### src/rtl/tri_chan_gen.sv
// Triangle-class APU channel: period timer, linear counter, step sequencer.
// Adds sawtooth, inverted and one-shot sequence modes plus a writable phase.
module tri_chan_gen #(
  parameter int FREQ_W = 11,
  parameter int LIN_W  = 7,
  parameter int STEP_W = 5,
  localparam int OUT_W = STEP_W - 1
) (
  input  logic             PHI1,
  input  logic             nRES,
  input  logic [7:0]       DB,
  input  logic             W_CTRL,
  input  logic             W_FLO,
  input  logic             W_FHI,
  input  logic             W_MODE,
  input  logic             W_SEQ,
  input  logic             LFO_STB,
  input  logic             NOTRI,
  input  logic             LOCK,
  output logic             TRI_LC,
  output logic [OUT_W-1:0] TRI_OUT,
  output logic             SEQ_WRAP
);

  logic [FREQ_W-1:0] period_q, period_d;
  logic [FREQ_W-1:0] cnt_q, cnt_d;
  logic [LIN_W-1:0]  rval_q, rval_d;
  logic [LIN_W-1:0]  lin_q, lin_d;
  logic              ctl_q, ctl_d;
  logic              rflag_q, rflag_d;
  logic              saw_q, saw_d;
  logic              inv_q, inv_d;
  logic              os_q, os_d;
  logic              done_q, done_d;
  logic [STEP_W-1:0] seq_q, seq_d;
  logic [OUT_W-1:0]  out_q, out_d;
  logic              wrap_q, wrap_d;

  logic              fout;
  logic              tstep;
  logic [STEP_W-1:0] seq_inc;
  logic [OUT_W-1:0]  lvl;
  logic [OUT_W-1:0]  tri_raw;
  logic [OUT_W-1:0]  raw;

  assign fout    = (cnt_q == '0);
  assign tstep   = fout & (|lin_q) & ~NOTRI & ~LOCK & ~(os_q & done_q);
  assign seq_inc = seq_q + 1'b1;
  assign lvl     = seq_q[OUT_W-1:0];
  assign tri_raw = seq_q[STEP_W-1] ? lvl : ~lvl;
  assign raw     = saw_q ? seq_q[STEP_W-1:1] : tri_raw;

  // Next-state for timer, linear counter, registers and sequencer
  always_comb begin
    period_d = period_q;
    rval_d   = rval_q;
    ctl_d    = ctl_q;
    lin_d    = lin_q;
    rflag_d  = rflag_q;
    saw_d    = saw_q;
    inv_d    = inv_q;
    os_d     = os_q;
    done_d   = done_q;
    seq_d    = seq_q;
    cnt_d    = fout ? period_q : cnt_q - 1'b1;

    if (W_CTRL) begin
      ctl_d  = DB[7];
      rval_d = DB[LIN_W-1:0];
    end
    if (W_FLO)
      period_d[7:0] = DB;
    if (W_FHI)
      period_d[FREQ_W-1:8] = DB[FREQ_W-9:0];

    if (LFO_STB) begin
      if (rflag_q)
        lin_d = rval_q;
      else if (|lin_q)
        lin_d = lin_q - 1'b1;
    end

    if (W_FHI)
      rflag_d = 1'b1;
    else if (LFO_STB && !ctl_q)
      rflag_d = 1'b0;

    if (W_SEQ) begin
      seq_d  = DB[STEP_W-1:0];
      done_d = 1'b0;
    end else if (tstep) begin
      seq_d = seq_inc;
      if (os_q && (seq_inc == '1))
        done_d = 1'b1;
    end

    if (W_MODE) begin
      saw_d = DB[0];
      inv_d = DB[1];
      os_d  = DB[2];
      if (!DB[2])
        done_d = 1'b0;
    end

    wrap_d = tstep & ~W_SEQ & ~os_q & (seq_q == '1);
    out_d  = inv_q ? ~raw : raw;
  end

  // State register with synchronous active-low reset
  always_ff @(posedge PHI1) begin
    if (!nRES) begin
      period_q <= '0;
      cnt_q    <= '0;
      rval_q   <= '0;
      lin_q    <= '0;
      ctl_q    <= 1'b0;
      rflag_q  <= 1'b0;
      saw_q    <= 1'b0;
      inv_q    <= 1'b0;
      os_q     <= 1'b0;
      done_q   <= 1'b0;
      seq_q    <= '0;
      out_q    <= '1;
      wrap_q   <= 1'b0;
    end else begin
      period_q <= period_d;
      cnt_q    <= cnt_d;
      rval_q   <= rval_d;
      lin_q    <= lin_d;
      ctl_q    <= ctl_d;
      rflag_q  <= rflag_d;
      saw_q    <= saw_d;
      inv_q    <= inv_d;
      os_q     <= os_d;
      done_q   <= done_d;
      seq_q    <= seq_d;
      out_q    <= out_d;
      wrap_q   <= wrap_d;
    end
  end

  assign TRI_LC   = ~ctl_q;
  assign TRI_OUT  = out_q;
  assign SEQ_WRAP = wrap_q;

endmodule
### config.mk
export PLATFORM = sky130hd
export DESIGN_NAME = tri_chan_gen
export DESIGN_NICKNAME = d
export VERILOG_FILES = /design/src/rtl/tri_chan_gen.sv
export SDC_FILE = /design/constraint.sdc
export NUM_CORES = 1
export LEC_CHECK = 0
export CORE_AREA = 2 2 81 99
export DETAILED_ROUTE_END_ITERATION = 10
export DIE_AREA = 0 0 83 101
export PLACE_DENSITY = 0.56
export SETUP_SLACK_MARGIN = 0.4
export SLEW_MARGIN = 10
export SYNTH_ARGS = -nofsm -noshare
export SYNTH_HDL_FRONTEND = slang
export SYNTH_SLANG_ARGS = --single-unit
### constraint.sdc
create_clock -name PHI1 -period 2.9 [get_ports PHI1]
set_input_delay 0.58 -clock PHI1 [delete_from_list [all_inputs] [get_ports PHI1]]
set_output_delay 0.58 -clock PHI1 [all_outputs]
set_load 0.05 [all_outputs]
==> out/results.tsv <==
metric	value	unit
pre_cts_ws	700	ps
fin_crit	2110	ps
antenna_found_initial	0	
via_per_inst	5.12	
drc	0	
min_period_over_period	72.6	%
synth_cell_types	48	
postCtsSetupBuffers	0	
grtUsageTotal	14.2	%
wirelength	5580	um
cts_hold_buf	0	
place_inst	390	
whs	483	ps
fin_setup_tns	0	ps
clkLatencyLatePin	310	ps
io_buffers	23	
place_congestion	0.789	
synth_xor_area_share	4.83	%
cts_tree	built	
path_delay_family	buffers and inverters	
slew_viol_final	0	
core_area	0.00749	mm2
cts_buffers	5	
min_path_type	flip-flop to flip-flop	
final_hold_viol_count	0	
syn_area	0.00254	mm2
n_antenna_cell	0	
path_cells	inv_1, clkdlybuf4s50_1	
finalWorstSetupSlack	794	ps
ios	24	
regArea	0.00104	mm2
final_layout_size_suffix_gt1_share	7.84	%
crit_buf_inv	2	
multi_input_area	0.00139	mm2
muxShareOfSynthArea	9.90	%
synth_cells	287	
drt-wirelength-per-cell	14.0	um
reg2reg_from	cnt_q[0]	
ant_nets	0	
vias	2036	
synth_top_family_by_area	simple AND/OR/NAND/NOR gates	
grt_first_pass_wirelength	9740	um
postCtsResizedCells	0	
synth_compound_area_share	16.8	%
cp_max_fo	2	
ctsRootBufferMaster	clkbuf_8	
nFillCells	748	
required	2320	ps
start_util	33.9	%
placed_area	0.00286	mm2
stdcell_count	398	
power_density	771	mW/mm2
totalPowerFinal	2.28	mW
relSlewSlack	62.4	%
syn_to_final_growth	16.3	%
cts-htree-levels	2	
synth-adder-area-share	3.45	%
grt_pass1_vias	2012	
cpPeakStageDelay	800	ps
path_class	flip-flop to output pin	
die_y	101	um
synth-seq-area-share	41.0	%
grt_max_degree	22	
clock_skew	14.1	ps
critPathLaunch	ctl_q	
firstDrtPassIters	4	
peakVddDrop	0.276	mV
finish.utilization	39.4	%
fmax	475	MHz
postLayoutCellArea	0.00295	mm2
ys_seq_elements	52	
cts_sinks	52	
finalSetupViolCount	0	
synth-main-ff-cell	dfxtp_1	
cap_violations	0	
cts_buffer_depth	2	
cp_slowest_cell	clkdlybuf4s50_1	
rows	35	
min-delay-start	cnt_q[10]	
path_clk_slew	100	ps
async_flop_share	0	%
rsz0062_at_grt	false	
post-dp-hpwl	4130	um
cp_data_arrival_time	1530	ps
avgSynthCellArea	8.85	um2
synth_fp_nets	312	
synth-simple-area-share	19.6	%
die_x	83	um
synth_edf_count	0	
end_kind	output pin	
first_iter_violations	117	
p_leak	1.15	nW
grt-ovfl-total	0	
die_area	0.00838	mm2
nets	330	
synth_warnings	0	
status	finished clean	
worstMarginPinSlew	562	ps
startpoint_type	flip-flop	
==> report_power, final <==
part	switching (mW)	internal, mW	leakage [nW]
sequential	0.135	0.830	0.429
clock	0.252	0.194	0.0434
combinational	0.464	0.403	0.680
==> cell usage in the layout, fill, tap and decap left out, drive strengths merged, types with 4 or more instances in the layout <==
cell type / count
nor4: 5
nor3: 4
a31oi: 4
inv: 13
nand2: 15
mux2i: 24
nor2: 35
nand3: 11
buf: 4
or3: 4
dfxtp: 52
o21ai: 21
clkbuf: 6
ha: 7
xor2: 6
xnor2: 8
a211oi: 11
clkdlybuf4s50: 23
a21oi: 8
or4: 4
and3: 5
==> layer usage <==
layer / track usage (%) / wire (um)
met3: 2.62 / 146
met5: 0 / 0
met2: 24.8 / 2790
met1: 17.4 / 2570
met4: 5.55 / 78
==> final cells by class <==
| type | instances | share of cell area (%) |
|---|---|---|
| clock inverters | 2 | 0.508 |
| flip-flops and latches | 52 | 35.3 |
| multi-input cells | 205 | 46.9 |
| well taps | 92 | 3.90 |
| clock buffers | 6 | 2.80 |
| repair buffers | 27 | 8.81 |
| inverters | 14 | 1.78 |
==> flip-flops by register name, indices dropped and copies added (netlist names) <==
| signal | cells |
|---|---|
| period_q | 11 |
| done_q | 1 |
| os_q | 1 |
| TRI_OUT | 4 |
| inv_q | 1 |
| SEQ_WRAP | 1 |
| lin_q | 7 |
| cnt_q | 11 |
| seq_q | 5 |
| ctl_q | 1 |
| rval_q | 7 |
| rflag_q | 1 |
| saw_q | 1 |
==> worst paths after layout <==
check / end / slack (ps) / cells after the start
max: TRI_LC / 790 / 2
min: cnt_q[10] / 480 / 1
max reg2reg: seq_q[3] / 870 / 6
min reg2reg: cnt_q[10] / 480 / 1
==> cell usage after synthesis, types with 2 or more instances <==
master | count | area share (%)
dfxtp_1 | 52 | 41
nor2_1 | 35 | 5.2
mux2i_1 | 24 | 9.5
o21ai_0 | 19 | 3.7
nand2_1 | 15 | 2.2
clkbuf_1 | 14 | 2.1
inv_1 | 12 | 1.8
nand3_1 | 11 | 2.2
a211oi_1 | 10 | 3.0
a21oi_1 | 8 | 1.6
xnor2_1 | 8 | 2.8
ha_1 | 7 | 3.4
xor2_1 | 6 | 2.1
and3_1 | 5 | 1.2
a31oi_1 | 4 | 0.99
or3_1 | 4 | 0.99
nand4_1 | 3 | 0.74
nor3b_1 | 3 | 0.89
nor4_2 | 3 | 1.5
o31ai_1 | 3 | 0.89
or4_1 | 3 | 0.89
a22o_1 | 2 | 0.69
a311oi_1 | 2 | 0.69
and2_1 | 2 | 0.49
buf_1 | 2 | 0.30
nor3_1 | 2 | 0.39
nor3_2 | 2 | 0.79
nor4_1 | 2 | 0.49
o2111ai_1 | 2 | 0.69
o211ai_1 | 2 | 0.59
o21a_1 | 2 | 0.59
o21ai_1 | 2 | 0.39
==> kinds of logic after synthesis <==
group                      count (synthesis)
AOI/OAI and AO/OA                         64
buffers and inverters                     30
muxes                                     25
xor gates and xnor gates                  14
DFF                                       52
and+or+nand+nor                           95
adders and majority gates                  7
(Power assumes the default switching activity.)
